File: config.mk
export PLATFORM = sky130hd
export DESIGN_NAME = hazard_scoreboard_flat
export DESIGN_NICKNAME = d
export VERILOG_FILES = /design/src/rtl/hazard_scoreboard_pkg.sv /design/src/rtl/hazard_scoreboard_if.sv /design/src/rtl/hazard_scoreboard_fwd_match.sv /design/src/rtl/hazard_scoreboard.sv /design/src/flat_wrapper.sv
export SDC_FILE = /design/constraint.sdc
export NUM_CORES = 1
export LEC_CHECK = 0
export ABC_AREA = 1
export CELL_PAD_IN_SITES_DETAIL_PLACEMENT = 1
export CELL_PAD_IN_SITES_GLOBAL_PLACEMENT = 1
export CORE_MARGIN = 2
export CORE_UTILIZATION = 32
export CTS_BUF_LIST = sky130_fd_sc_hd__clkbuf_4 sky130_fd_sc_hd__clkbuf_8 sky130_fd_sc_hd__clkbuf_16
export CTS_CLUSTER_DIAMETER = 150
export DETAILED_ROUTE_END_ITERATION = 12
export GPL_ROUTABILITY_DRIVEN = 1
export PLACE_DENSITY = 0.91
export SYNTH_ARGS = -nofsm -noshare
export SYNTH_HDL_FRONTEND = slang
export SYNTH_SLANG_ARGS = --single-unit
File: constraint.sdc
create_clock -name clk -period 3.75 [get_ports clk]
set_input_delay 0.75 -clock clk [delete_from_list [all_inputs] [get_ports clk]]
set_output_delay 0.75 -clock clk [all_outputs]
set_load 0.03 [all_outputs]
File: src/rtl/hazard_scoreboard_pkg.sv
// hazard_pkg: shared entry type, bypass-select constant and select-width helper for the hazard scoreboard
package hazard_pkg;
  localparam int MAX_REG_W = 8;
  localparam int FWD_RF = 0;
  typedef struct packed {
    logic valid;
    logic wr;
    logic [MAX_REG_W-1:0] dst;
    logic load;
  } entry_t;
  function automatic int sel_w(input int depth);
    return $clog2(depth + 1);
  endfunction
endpackage

File: src/rtl/hazard_scoreboard_if.sv
// hazard_scoreboard_if: decode-side bundle (decode inputs, flush, stage data in; ready/forward/stall/count out)
interface hazard_scoreboard_if #(
  parameter int NUM_REGS = 8,
  parameter int DATA_W = 16,
  parameter int DEPTH = 3,
  parameter int NUM_SRC = 2,
  parameter int CNT_W = 16
);
  import hazard_pkg::*;
  localparam int REG_W = $clog2(NUM_REGS);
  localparam int SEL_W = sel_w(DEPTH);
  logic id_valid_i;
  logic id_ready_o;
  logic [NUM_SRC*REG_W-1:0] id_src_i;
  logic [NUM_SRC-1:0] id_src_used_i;
  logic id_wr_i;
  logic [REG_W-1:0] id_dst_i;
  logic id_load_i;
  logic flush_i;
  logic [DEPTH*DATA_W-1:0] stage_data_i;
  logic [NUM_SRC*SEL_W-1:0] fwd_sel_o;
  logic [NUM_SRC*DATA_W-1:0] fwd_data_o;
  logic stall_o;
  logic [CNT_W-1:0] stall_cnt_o;
  modport master (
    output id_valid_i, id_src_i, id_src_used_i, id_wr_i, id_dst_i, id_load_i, flush_i, stage_data_i,
    input id_ready_o, fwd_sel_o, fwd_data_o, stall_o, stall_cnt_o
  );
  modport slave (
    input id_valid_i, id_src_i, id_src_used_i, id_wr_i, id_dst_i, id_load_i, flush_i, stage_data_i,
    output id_ready_o, fwd_sel_o, fwd_data_o, stall_o, stall_cnt_o
  );
endinterface

File: src/rtl/hazard_scoreboard_fwd_match.sv
// fwd_match: youngest-match priority search of one decode source over the tracked entries (ent_i, src_i, used_i, valid_i -> idx_o, hit_o, nr_o)
module fwd_match
  import hazard_pkg::*;
#(
  parameter int DEPTH = 3,
  parameter int REG_W = 3,
  parameter int LOAD_READY = 2,
  parameter int SEL_W = 2
) (
  input  entry_t [DEPTH-1:0] ent_i,
  input  logic [REG_W-1:0]   src_i,
  input  logic               used_i,
  input  logic               valid_i,
  output logic [SEL_W-1:0]   idx_o,
  output logic               hit_o,
  output logic               nr_o
);
  // Scan oldest to youngest so the youngest match overwrites; the not-ready flag follows that same entry.
  always_comb begin
    hit_o = 1'b0;
    idx_o = '0;
    nr_o = 1'b0;
    for (int k = DEPTH - 1; k >= 0; k--)
      if (ent_i[k].valid && ent_i[k].wr && ent_i[k].dst == MAX_REG_W'(src_i) && used_i && valid_i) begin
        hit_o = 1'b1;
        idx_o = SEL_W'(k);
        nr_o = ent_i[k].load && (k < LOAD_READY);
      end
  end
endmodule

File: src/rtl/hazard_scoreboard.sv
// hazard_scoreboard: pending-write tracker with youngest-source bypass select, load-use interlock, flush and saturating stall counter (clk, rst active-low async, sb slave bundle)
module hazard_scoreboard
  import hazard_pkg::*;
#(
  parameter int NUM_REGS = 8,
  parameter int DATA_W = 16,
  parameter int DEPTH = 3,
  parameter int NUM_SRC = 2,
  parameter int LOAD_READY = 2,
  parameter int CNT_W = 16
) (
  input logic clk,
  input logic rst,
  hazard_scoreboard_if.slave sb
);
  localparam int REG_W = $clog2(NUM_REGS);
  localparam int SEL_W = sel_w(DEPTH);
  entry_t [DEPTH-1:0] ent_q, ent_d;
  logic [CNT_W-1:0] cnt_q, cnt_d;
  logic [NUM_SRC-1:0] hit, nr;
  logic [SEL_W-1:0] idx [NUM_SRC];
  logic stall;
  genvar s;
  for (s = 0; s < NUM_SRC; s++) begin : g_src
    fwd_match #(.DEPTH(DEPTH), .REG_W(REG_W), .LOAD_READY(LOAD_READY), .SEL_W(SEL_W)) u_match (
      .ent_i(ent_q),
      .src_i(sb.id_src_i[s*REG_W +: REG_W]),
      .used_i(sb.id_src_used_i[s]),
      .valid_i(sb.id_valid_i),
      .idx_o(idx[s]),
      .hit_o(hit[s]),
      .nr_o(nr[s])
    );
    assign sb.fwd_sel_o[s*SEL_W +: SEL_W] = hit[s] ? idx[s] + 1'b1 : SEL_W'(FWD_RF);
    assign sb.fwd_data_o[s*DATA_W +: DATA_W] = hit[s] ? sb.stage_data_i[int'(idx[s])*DATA_W +: DATA_W] : '0;
  end
  assign stall = |nr;
  assign sb.stall_o = stall;
  assign sb.id_ready_o = ~stall;
  assign sb.stall_cnt_o = cnt_q;
  // Flush and stall both insert a bubble; older entries always advance.
  always_comb begin
    ent_d[0] = (sb.flush_i || stall || !sb.id_valid_i) ? '0
             : entry_t'{valid: 1'b1, wr: sb.id_wr_i, dst: MAX_REG_W'(sb.id_dst_i), load: sb.id_load_i};
    for (int k = 1; k < DEPTH; k++) ent_d[k] = ent_q[k-1];
    cnt_d = (stall && !(&cnt_q)) ? cnt_q + 1'b1 : cnt_q;
  end
  always_ff @(posedge clk or negedge rst)
    if (!rst) begin
      ent_q <= '0;
      cnt_q <= '0;
    end else begin
      ent_q <= ent_d;
      cnt_q <= cnt_d;
    end
endmodule

File: src/flat_wrapper.sv
// flat-port wrapper written by rule: the top's interface ports become plain ports
module hazard_scoreboard_flat import hazard_pkg::*;
#(
  parameter int NUM_REGS = 8,
  parameter int DATA_W = 16,
  parameter int DEPTH = 3,
  parameter int NUM_SRC = 2,
  parameter int LOAD_READY = 2,
  parameter int CNT_W = 16
)
  (clk, rst, sb_id_valid_i, sb_id_src_i, sb_id_src_used_i, sb_id_wr_i, sb_id_dst_i, sb_id_load_i, sb_flush_i, sb_stage_data_i, sb_id_ready_o, sb_fwd_sel_o, sb_fwd_data_o, sb_stall_o, sb_stall_cnt_o);
  hazard_scoreboard_if #(.NUM_REGS(NUM_REGS), .DATA_W(DATA_W), .DEPTH(DEPTH), .NUM_SRC(NUM_SRC), .CNT_W(CNT_W)) sb_i ();
  input logic clk;
  input logic rst;
  input wire logic [$bits(sb_i.id_valid_i)-1:0] sb_id_valid_i;
  input wire logic [$bits(sb_i.id_src_i)-1:0] sb_id_src_i;
  input wire logic [$bits(sb_i.id_src_used_i)-1:0] sb_id_src_used_i;
  input wire logic [$bits(sb_i.id_wr_i)-1:0] sb_id_wr_i;
  input wire logic [$bits(sb_i.id_dst_i)-1:0] sb_id_dst_i;
  input wire logic [$bits(sb_i.id_load_i)-1:0] sb_id_load_i;
  input wire logic [$bits(sb_i.flush_i)-1:0] sb_flush_i;
  input wire logic [$bits(sb_i.stage_data_i)-1:0] sb_stage_data_i;
  output wire logic [$bits(sb_i.id_ready_o)-1:0] sb_id_ready_o;
  output wire logic [$bits(sb_i.fwd_sel_o)-1:0] sb_fwd_sel_o;
  output wire logic [$bits(sb_i.fwd_data_o)-1:0] sb_fwd_data_o;
  output wire logic [$bits(sb_i.stall_o)-1:0] sb_stall_o;
  output wire logic [$bits(sb_i.stall_cnt_o)-1:0] sb_stall_cnt_o;
  assign sb_i.id_valid_i = sb_id_valid_i;
  assign sb_i.id_src_i = sb_id_src_i;
  assign sb_i.id_src_used_i = sb_id_src_used_i;
  assign sb_i.id_wr_i = sb_id_wr_i;
  assign sb_i.id_dst_i = sb_id_dst_i;
  assign sb_i.id_load_i = sb_id_load_i;
  assign sb_i.flush_i = sb_flush_i;
  assign sb_i.stage_data_i = sb_stage_data_i;
  assign sb_id_ready_o = sb_i.id_ready_o;
  assign sb_fwd_sel_o = sb_i.fwd_sel_o;
  assign sb_fwd_data_o = sb_i.fwd_data_o;
  assign sb_stall_o = sb_i.stall_o;
  assign sb_stall_cnt_o = sb_i.stall_cnt_o;
  hazard_scoreboard #(.NUM_REGS(NUM_REGS), .DATA_W(DATA_W), .DEPTH(DEPTH), .NUM_SRC(NUM_SRC), .LOAD_READY(LOAD_READY), .CNT_W(CNT_W)) u_core (.clk(clk), .rst(rst), .sb(sb_i));
endmodule
Word level (Yosys, flattened, before mapping)
Index checks and enable logic that the tools add are counted.

$add $sub $neg: 3. $mul: 0. Divide/modulo/power cells: 0. Magnitude comparators: 0. Eq/ne operators: 6. Shift operators: 2. Multiplexer cells: 21. Bitwise operators: 1. Reductions and logical operators: 28.

Operators by type and width (count): indexed part select 48 x 7 -> 16 bit (2); equality test 8 x 3 -> 1 bit (6); 2-to-1 mux 16 bit (2); logical AND 1 bit (22); adder 16 x 1 -> 16 bit, second input constant (1); 2-to-1 mux 2 bit (8); AND reduction 16 bit (1); 2-to-1 mux 11 bit (1); 2-to-1 mux 1 bit (10); adder 2 x 1 -> 2 bit, second input constant (2); logical NOT 1 bit (2); logical OR 1 bit (2); OR reduction 2 bit (1); NOT 1 bit (1).

Register bits: 48. Bits in latches: 0. RAM bits: 0. Memory bits (read-only): 0. Bits of input ports: 65. Output and inout port bits: 54. Logic and storage cells: 73. Memories kept: 0.

Depth between registers and ports, before layout
Gate-level depths: netlist of the first run.

Depth after elaboration: 10. Mapped depth: 13. Gate-level depth less buffers: 12.

By module
Synthesis of the first run repeated with hierarchy kept, for this count alone.

Cell total of the unflattened synthesis: 492. Area total of the unflattened synthesis: 2991.6 um^2.

Modules (own cells, without submodules): hazard_scoreboard (times used 1, cells each 346, area each 2323.5 um^2, sequential area each 850.8 um^2); fwd_match (times used 2, cells each 73, area each 334.1 um^2, sequential area each 0.0 um^2).

Least setup slack after synthesis of the first run
Ideal clock, no wire load.

Path kind: input port to output port. From: input port sb_id_src_i[3]. To: output port sb_fwd_sel_o[3]. Data arrival time: 2135 ps. Data required time: 3000 ps. Slack: 865 ps. Stages on the path: 4. Path buffers: 1. Cells stage by stage: xnor2_1 > nand4_1 > clkbuf_1 > a21boi_0.

Longest elaborated chain between the ends: 9.

RTL lines: start: declaration (RTL line flat_wrapper.sv:16) `input wire logic [$bits(sb_i.id_src_i)-1:0] sb_id_src_i;`; equality test 8 x 3 -> 1 bit (RTL line hazard_scoreboard_fwd_match.sv:24) `if (ent_i[k].valid && ent_i[k].wr && ent_i[k].dst == MAX_REG_W'(src_i) && used_i && valid_i) begin`; logical AND 1 bit (3 in a row) (RTL line hazard_scoreboard_fwd_match.sv:24); 2-to-1 mux 2 bit (3 in a row) (RTL line hazard_scoreboard_fwd_match.sv:24); adder 2 x 1 -> 2 bit (RTL line hazard_scoreboard.sv:34) `assign sb.fwd_sel_o[s*SEL_W +: SEL_W] = hit[s] ? idx[s] + 1'b1 : SEL_W'(FWD_RF);`; 2-to-1 mux 2 bit (*) (RTL line hazard_scoreboard.sv:34); end: declaration (RTL line flat_wrapper.sv:24) `output wire logic [$bits(sb_i.fwd_sel_o)-1:0] sb_fwd_sel_o;`.

Mark *: on every way between the ends. The rest lies on a longest branch, timed or not.

Worst setup path after layout of the first run
From: input port sb_id_src_i[2]. To: output port sb_fwd_sel_o[0].

Longest elaborated chain between the ends: 8.

RTL lines (RTL line): equality test 8 x 3 -> 1 bit (hazard_scoreboard_fwd_match.sv:24); logical AND 1 bit (3 in a row) (hazard_scoreboard_fwd_match.sv:24); 2-to-1 mux 2 bit / 2-to-1 mux 1 bit (equally long branches) (2 in a row) (hazard_scoreboard_fwd_match.sv:24); adder 2 x 1 -> 2 bit / 2-to-1 mux 1 bit (equally long branches) (hazard_scoreboard.sv:34, hazard_scoreboard_fwd_match.sv:24); 2-to-1 mux 2 bit (*) (hazard_scoreboard.sv:34).

Marks and branches as above.

==> flow_summary.ini, run 1 <==
[clock_tree]
insertion_delay_ps = 290
post-cts-setup-buffer-count = 0
cts-root-buf = clkbuf_8
postCtsHoldBufs = 0
cts_buffers = 5
clock_path_buffers = 2
cts_tree = yes
htreeDepth = 2
cts.sinks = 33
clkTransAtPathRegs_ps = 70

[finish]
drive_above_1_share_pct = 14.6
final_cell_mix = nand2_1, clkdlybuf4s50_1, inv_1
layout_commonest_cell = nand2_1
final.fill_count = 1233
nets = 662
syn_to_final_growth_pct = 44.5
num_antenna_cells = 0

[yosys]
synth_fp_nets = 545
synthSimpleGateAreaFrac_pct = 33.9
synth_fa_ha_area_share_pct = 0.415
synth_top_family_by_area = simple AND/OR/NAND/NOR gates
synthesis.area_mm2 = 0.00302
synth_warnings = 0
synthCells = 479
synth_mux_area_share_pct = 0
synth_compound_area_share_pct = 18.5
avgSynthCellArea_um2 = 6.30
ys_seq_area_share_pct = 27.4
ys_types = 25
synth_xor_area_share_pct = 5.52
ys_ff_latch = 33

[setup_path]
endpoint_kind = output port
worst_path_max_delay_cell = clkdlybuf4s50_1
ff2ff_path_depth = 9
required_ps = 3000
crit_arrival_ps = 2910
crit_path_start_kind = input port
critical_path.cell_chain = clkdlybuf4s50_1 -> inv_2 -> nand2_1 -> nand2_1 -> nand2_1 -> nor2_2 -> buf_4 -> o21ai_0 -> clkdlybuf4s50_1
crit_path_frequent_cell = nand2_1
crit_type = input port to output port
slowest_delay_ps = 750
cp_max_fo = 14

[detailed_routing]
drt_pass1_iterations = 4
vias_per_cell = 5.16
vias = 3653
drcViolationCount = 0
m1WireLength_um = 4880
route.met2.wl_um = 5690
drt_iter0_markers = 92
topRoutingLayerUsed = met4
postRouteAntennaNets = 0
wl_met3_um = 612
drt-total-wl_um = 11400
wl_per_cell_um = 16.1

[placement]
io_buffers = 118
dp_hpwl_um = 8830
gp_congestion = 0.914

[pwr]
p_per_area_mw_per_mm2 = 198
pwr-share-comb_pct = 17.9
vdd_drop_max_mv = 0.203
switching_power_w = 0.000216
p_sw_share_pct = 25.0
p_clk_share_pct = 39.1
seqPwrFrac_pct = 43.0
internal_power_w = 0.000646
p_leak_nw = 2.36

[timing]
maxSlewViolCount = 0
rsz0062_at_grt = no
fin_setup_tns_ps = 0
whs_ps = 373
period_share_pct = 97.6
tightest_slew_ps = 554
fmax_ghz = 0.273
finalSetupViolCount = 0
hold_viol = 0
post-route-min-period_ps = 3660
slew_headroom_pct = 63.0
fin_worst_skew_ps = 4.75

[flow_run]
cap_viol_max_count = 0

[floorplan]
fp.coreArea_mm2 = 0.00920
start_util_pct = 32.8
die_area_mm2 = 0.0102
fp-row-count = 35
die_h_um = 101
io_pins = 119
die_w_um = 101

[min_path]
min_path_type = flop to flop
holdPathStages = 0

[global_route]
grt_max_degree = 35
overflow = 0
antenna_found_initial = 0
grt_pass1_vias = 3839
grt_use_total_pct = 22.2
grt_pass1_wl_um = 18400

[status]
status = finished clean
[cells by family after synthesis]
group	count (synthesis)
buffers and inverters	103
xor gates and xnor gates	19
and+or+nand+nor	236
DFF	33
AOI/OAI and AO/OA	87
adders and majority gates	1
[what timing repair did]
action | in CTS | in global routing
endpoints found under the hold margin | 0 | 0
resized for setup | 0 | 1
setup endpoints to repair | 0 | 4
[state kept, by name, indices dropped and copies added (netlist names)]
name / cells
u_core.ent_q: 5
u_core.sb.stall_cnt_o: 16
u_core.ent_d: 12
[power groups by stage]
stage / clock, W / combinational [W] / sequential (W)
floorplan: 0 / 0.0000516 / 0.000376
global placement: 0 / 0.000148 / 0.000377
detailed placement: 0 / 0.000154 / 0.000378
CTS: 0.000346 / 0.000155 / 0.000371
global route: 0.000366 / 0.000169 / 0.000372
finish: 0.000337 / 0.000154 / 0.000371
[per-layer routing]
| metal | vias up | track usage, % |
|---|---|---|
| met5 | - | 0 |
| met4 | 0 | 6.34 |
| met3 | 19 | 2.57 |
| met2 | 123 | 40.8 |
| met1 | 1757 | 27.0 |
| li1 | 1754 | - |
[area by class of cell]
cell class                      count  area (um^2)  share of cell area [%]
Sequential cell                    33          826                    18.9
Tap cell                          111          139                    3.19
Multi-Input combinational cell    343         1760                    40.5
Clock inverter                      3         46.3                    1.06
Inverter                           81          307                    7.03
Clock buffer                        5         68.8                    1.58
Timing Repair Buffer              132         1210                    27.7
[path summary, 6_finish.rpt]
kind                                                from  slack [ps]                         to
worst min-delay path                    u_core.ent_d[32]         370           u_core.ent_q[32]
worst max-delay path                      sb_id_src_i[2]          90            sb_fwd_sel_o[0]
worst max register to register  u_core.sb.stall_cnt_o[0]        1670  u_core.sb.stall_cnt_o[14]
min in group asynchronous                            rst         860   u_core.sb.stall_cnt_o[7]
max in group asynchronous                            rst        2580           u_core.ent_d[20]
worst min register to register          u_core.ent_d[32]         370           u_core.ent_q[32]
[critical path, delay by kind of cell]
kind	cells	cell delay (ps)
buffers and inverters	4	1550
and+or+nand+nor	4	280
AOI/OAI and AO/OA	1	330
[synthesized netlist by cell type]
cell / instances / share of area, %
inv_1: 75 / 9.3
xnor2_1: 10 / 2.9
buf_6: 3 / 1.1
clkbuf_1: 11 / 1.4
a21oi_1: 20 / 3.3
inv_4: 1 / 0.21
xor2_1: 9 / 2.6
a21boi_0: 1 / 0.25
nand4_2: 2 / 0.83
buf_4: 4 / 1.0
nand2_4: 4 / 1.5
o211ai_1: 48 / 12
nand2_2: 6 / 1.2
nor3_1: 4 / 0.66
dfrtp_1: 33 / 27
inv_2: 5 / 0.62
buf_2: 4 / 0.66
ha_1: 1 / 0.41
nand4_1: 4 / 0.83
o21ai_1: 5 / 0.83
o21ai_0: 13 / 2.2
nand2_1: 149 / 19
nor2_2: 11 / 2.3
nor2_1: 32 / 4.0
nand3_1: 24 / 4.0
[per-stage QoR]
stage / util, % / instances / area [um^2] / worst slack [ps] / power [W]
6_report: 47.4 / 708 / 4360 / 90.2 / 0.000862
5_1_grt: 47.4 / 708 / 4360 / 5.19 / 0.000906
4_1_cts: 47.3 / 708 / 4350 / 108 / 0.000872
3_5_place_dp: 46.1 / 700 / 4240 / 114 / 0.000531
3_3_place_gp: 46.1 / 700 / 4240 / 119 / 0.000525
2_1_floorplan: - / 479 / 3020 / 865 / 0.000428
Note: power is estimated with default switching activity, not from simulation.
==> inputs of run 2 (changes only) <==
--- a/config.mk
+++ b/config.mk
@@ -5,13 +5,11 @@
 export SDC_FILE = /design/constraint.sdc
 export NUM_CORES = 1
 export LEC_CHECK = 0
-export ABC_AREA = 1
 export CELL_PAD_IN_SITES_DETAIL_PLACEMENT = 1
 export CELL_PAD_IN_SITES_GLOBAL_PLACEMENT = 1
 export CORE_MARGIN = 2
-export CORE_UTILIZATION = 32
+export CORE_UTILIZATION = 30
 export CTS_BUF_LIST = sky130_fd_sc_hd__clkbuf_4 sky130_fd_sc_hd__clkbuf_8 sky130_fd_sc_hd__clkbuf_16
-export CTS_CLUSTER_DIAMETER = 150
 export DETAILED_ROUTE_END_ITERATION = 12
 export GPL_ROUTABILITY_DRIVEN = 1
 export PLACE_DENSITY = 0.91
==> run 2 against run 1 <==
  * Largest cell class unchanged
  * First-iteration DRC count shrank 77%
  * Clock power down 19%
  * Area after synthesis decreased by 28%
  * Largest power group unchanged
  * Hold slack better by 2.4 ps
  * Highest routed layer unchanged
  * Die area down 22%
  * Global-route usage shrank 2.3 points
  * Critical path depth fell by 1
  * Cell area down 18%
  * Clock-buffer cell count rose by 3
==> flow_summary.ini, run 2 <==
[min_path]
min_from = u_core.ent_d[11]
min_path_type = flop to flop
holdPathStages = 0
holdPathEnd = u_core.ent_d[22]

[yosys]
synth-edff-count = 0
netlist_top_cells_count = nand2_1, dfrtp_1, o21ai_0
synth_top_area_share_pct = 38.1
yosys.area.top_type = dfrtp_1
ys_ff_latch = 33
ys_types = 31
synth_ff_type = dfrtp_1
synth_warnings = 0
avgSynthCellArea_um2 = 9.00
synthTopCellsByArea = dfrtp_1, xor2_1, a22oi_1
synth_most_common_cell = nand2_1
synthCells = 241
async_flop_share_pct = 100
synth_fp_nets = 307
synthesis.area_mm2 = 0.00217
ys_seq_area_share_pct = 38.1

[pwr]
p_leak_nw = 1.53
p_per_area_mw_per_mm2 = 215
vdd_drop_max_mv = 0.192

[detailed_routing]
drt-total-wl_um = 7860
drt_iter0_markers = 21
wl_per_cell_um = 17.1
postRouteAntennaNets = 0
vias = 2388
drcViolationCount = 0
vias_per_cell = 5.19
drt_pass1_iterations = 4

[finish]
final.fill_count = 807
drive_above_1_share_pct = 19.0
syn_to_final_growth_pct = 64.1
final-seq-area_um2 = 826
final_cell_mix = clkdlybuf4s50_1, buf_4, nand2_1
final_util_pct = 51.5
multi_input_area_mm2 = 0.00131
nets = 429
largest_reg_flops = 16
layout_commonest_cell = clkdlybuf4s50_1
num_antenna_cells = 0

[timing]
tightest_slew_ps = 430
post-route-min-period_ps = 3610
slew_headroom_pct = 71.3
whs_ps = 375
rsz0062_at_grt = no
fin_worst_skew_ps = 4.67
fin_setup_tns_ps = 0
maxSlewViolCount = 0
fmax_ghz = 0.277
period_share_pct = 96.4
hold_viol = 0
finalSetupViolCount = 0

[setup_path]
cp_max_fo = 17
rr_startpoint = u_core.ent_d[23]
cp_num_buf_inv = 3
slowest_delay_ps = 560
crit_type = input port to output port
critical_path.cell_chain = clkdlybuf4s50_1 -> xor2_1 -> or4_1 -> nor2_1 -> buf_12 -> a22oi_1 -> o21ai_0 -> buf_4
r2r_slack_ps = 1290
crit_arrival_ps = 2860
worst_path_max_delay_cell = or4_1
crit_path_start_kind = input port
endpoint_kind = output port
ff2ff_path_depth = 7
timing.rr.end = u_core.sb.stall_cnt_o[15]
critPathTopFamily = buffers and inverters
required_ps = 3000

[clock_tree]
insertion_delay_ps = 280
post_cts_resize_count = 0
clkTransAtPathRegs_ps = 60
cts_tree = yes
cts.sinks = 33
postCtsHoldBufs = 0
htreeDepth = 2
cts_buffers = 5
cts-root-buf = clkbuf_8
clock_path_buffers = 2
post-cts-setup-buffer-count = 0

[flow_run]
cap_viol_max_count = 0

[global_route]
grt_max_degree = 35
grt_pass1_wl_um = 12400
grt_pass1_vias = 2536
antenna_found_initial = 0
grt_use_total_pct = 19.9
overflow = 0

[placement]
gp_congestion = 0.843
io_buffers = 118
dp_hpwl_um = 6130

[status]
status = finished clean

[floorplan]
die_area_mm2 = 0.00792
io_pins = 119
start_util_pct = 31.4
fp.coreArea_mm2 = 0.00691
die_w_um = 89.0
die_h_um = 89.0
fp-row-count = 30
run 2: worst max path at each step:
stage                         from                 to  depth (start not counted)
floorplan           sb_id_src_i[1]  sb_fwd_data_o[10]                          6
global placement    sb_id_src_i[3]    sb_fwd_sel_o[2]                          7
detailed placement  sb_id_src_i[1]   sb_fwd_data_o[3]                          8
CTS                 sb_id_src_i[1]   sb_fwd_data_o[3]                          8
global route        sb_id_src_i[1]   sb_fwd_data_o[3]                          8
finish              sb_id_src_i[1]   sb_fwd_data_o[3]                          8
run 2: kinds of logic after synthesis:
logic type               count (synthesis)  synth area share, %
buffers and inverters                   14                 2.89
AND/OR/NAND/NOR                         91                 24.9
XOR/XNOR                                33                 13.3
adder cells (fa/ha/maj)                  1                0.577
multiplexers                             1                0.519
AO/OA/AOI/OAI                           68                 19.7
flip-flops                              33                 38.1
run 2: area by class of cell:
type	count	share of cell area [%]
sequential	33	23.2
timing repair buffer	127	33.8
clock buffer	8	2.57
inverter	2	0.281
multi-input combinational	194	36.7
tap	96	3.38
run 2: metrics by stage:
stage,cell area [um^2],instances,power [W],worst slack (ps)
floorplan,2170,241,0.000398,185
global placement,3470,452,0.000495,180
detailed placement,3470,452,0.000499,145
CTS,3560,460,0.000776,144
global route,3560,460,0.000797,32.5
finish,3560,460,0.000764,136
run 2: power breakdown:
group | switching [W] | leakage [nW] | total [W] | internal [W]
Sequential | 0.00000685 | 0.451 | 0.000371 | 0.000364
Clock | 0.000119 | 0.0498 | 0.000272 | 0.000153
Combinational | 0.0000492 | 1.03 | 0.000121 | 0.0000723
run 2: layer usage:
| layer | wire (um) | GRT usage (%) | vias to the layer above |
|---|---|---|---|
| li1 | - | - | 1126 |
| met1 | 3100 | 22.7 | 1141 |
| met2 | 4020 | 37.9 | 111 |
| met3 | 675 | 4.71 | 10 |
| met4 | 71 | 3.93 | 0 |
| met5 | 0 | 0 | - |
==> inputs of run 3 (changes only) <==
--- a/config.mk
+++ b/config.mk
@@ -13,6 +13,7 @@
 export DETAILED_ROUTE_END_ITERATION = 12
 export GPL_ROUTABILITY_DRIVEN = 1
 export PLACE_DENSITY = 0.91
+export REMOVE_ABC_BUFFERS = 1
 export SYNTH_ARGS = -nofsm -noshare
 export SYNTH_HDL_FRONTEND = slang
 export SYNTH_SLANG_ARGS = --single-unit
==> run 3 against run 2 <==
  * Worst setup slack better by 12 ps
  * First-iteration DRC count is 90% higher
  * Flip-flop and latch count stayed put
==> flow_summary.ini, run 3 (synthesis gave the netlist of run 2 again) <==
[floorplan]
die_h_um = 89.0
fp-row-count = 30
start_util_pct = 31.4
die_area_mm2 = 0.00792
fp.coreArea_mm2 = 0.00691
io_pins = 119
die_w_um = 89.0

[finish]
final_cell_mix = clkdlybuf4s50_1, buf_4, nand2_1
nets = 428
num_antenna_cells = 0
final.fill_count = 816
final-seq-area_um2 = 826
multi_input_area_mm2 = 0.00129
largest_reg_flops = 16
drive_above_1_share_pct = 18.5
syn_to_final_growth_pct = 61.1
fin_area_mm2 = 0.00349
layout_commonest_cell = clkdlybuf4s50_1
final_cells = 459

[global_route]
grt_pass1_vias = 2461
grt_use_total_pct = 19.3
antenna_found_initial = 0
grt_max_degree = 35
grt_pass1_wl_um = 11900
overflow = 0

[timing]
slew_headroom_pct = 73.3
post-route-min-period_ps = 3600
fmax_ghz = 0.278
maxSlewViolCount = 0
rsz0062_at_grt = no
finalSetupViolCount = 0
hold_viol = 0
tightest_slew_ps = 397
period_share_pct = 96.0
fin_worst_skew_ps = 5.37
whs_ps = 392

[setup_path]
timing.rr.end = u_core.sb.stall_cnt_o[7]
r2r_slack_ps = 1330
rr_startpoint = u_core.ent_d[23]
required_ps = 3000
crit_arrival_ps = 2850
cp_max_fo = 3
ff2ff_path_depth = 7
crit_type = input port to output port
crit_path_start_kind = input port
endpoint_kind = output port

[placement]
dp_hpwl_um = 6120
dp_cells = 451
gp_congestion = 0.878
place_area_mm2 = 0.00341
io_buffers = 118

[clock_tree]
htreeDepth = 2
cts.sinks = 33
cts_tree = yes
clkTransAtPathRegs_ps = 70
cts_buffers = 5
insertion_delay_ps = 280
cts-root-buf = clkbuf_8
clock_path_buffers = 2

[pwr]
p_leak_nw = 1.51
finalPower_w = 0.000750
p_per_area_mw_per_mm2 = 215
vdd_drop_max_mv = 0.189

[min_path]
holdPathEnd = u_core.ent_d[22]
min_from = u_core.ent_d[11]
min_path_type = flop to flop
holdPathStages = 0

[status]
status = finished clean

[detailed_routing]
vias = 2379
vias_per_cell = 5.18
wl_per_cell_um = 17.0
drcViolationCount = 0
drt-total-wl_um = 7800
postRouteAntennaNets = 0
drt_pass1_iterations = 4
drt_iter0_markers = 40

[flow_run]
cap_viol_max_count = 0
==> run 3: worst max-delay path by stage <==
| stage | from | slack [ps] | end |
|---|---|---|---|
| global route | sb_id_src_i[2] | 30 | sb_fwd_data_o[8] |
| finish | sb_id_src_i[2] | 150 | sb_fwd_sel_o[1] |
| global placement | sb_id_valid_i | 170 | sb_fwd_sel_o[1] |
| detailed placement | sb_id_src_i[2] | 150 | sb_fwd_sel_o[1] |
| floorplan | sb_id_src_i[3] | -220 | sb_stall_o |
| CTS | sb_id_src_i[2] | 140 | sb_fwd_sel_o[1] |
==> run 3: layout make-up <==
type	instances	share of cell area (%)
Inverter	2	0.287
Tap cell	96	3.44
Sequential cell	33	23.6
Timing Repair Buffer	126	33.2
Multi-Input combinational cell	194	36.9
Clock buffer	6	2.19
Clock inverter	2	0.287
==> run 3: repair_timing <==
item	CTS	global route
endpoints found under the setup margin	0	1
resized for setup	0	1
hold buffers	0	0
setup buffers	0	0
==> run 3: critical path, cell delays in order <==
cell and delay, ps:
clkdlybuf4s50_1 500, xor2_1 200, or4_1 550, a21oi_1 170, clkdlybuf4s50_1 680
==> run 3: where the power goes <==
| group | internal, W | switching (W) |
|---|---|---|
| Combinational | 0.0000718 | 0.0000470 |
| Clock | 0.000136 | 0.000124 |
| Sequential | 0.000364 | 0.00000796 |
| Total | 0.000571 | 0.000179 |
==> run 3: metal layers <==
layer  GRT usage (%)  wire length, um
met5               0                0
met4            7.60              169
met3            3.14              613
met2            33.9             3800
met1            23.5             3220
==> run 3: through the flow <==
stage / utilization (%) / TNS, ps / worst slack [ps]
floorplan: - / -871 / -218
global placement: 49.3 / 0 / 173
detailed placement: 49.3 / 0 / 148
CTS: 50.6 / 0 / 141
global route: 50.6 / 0 / 25.5
finish: 50.6 / 0 / 148
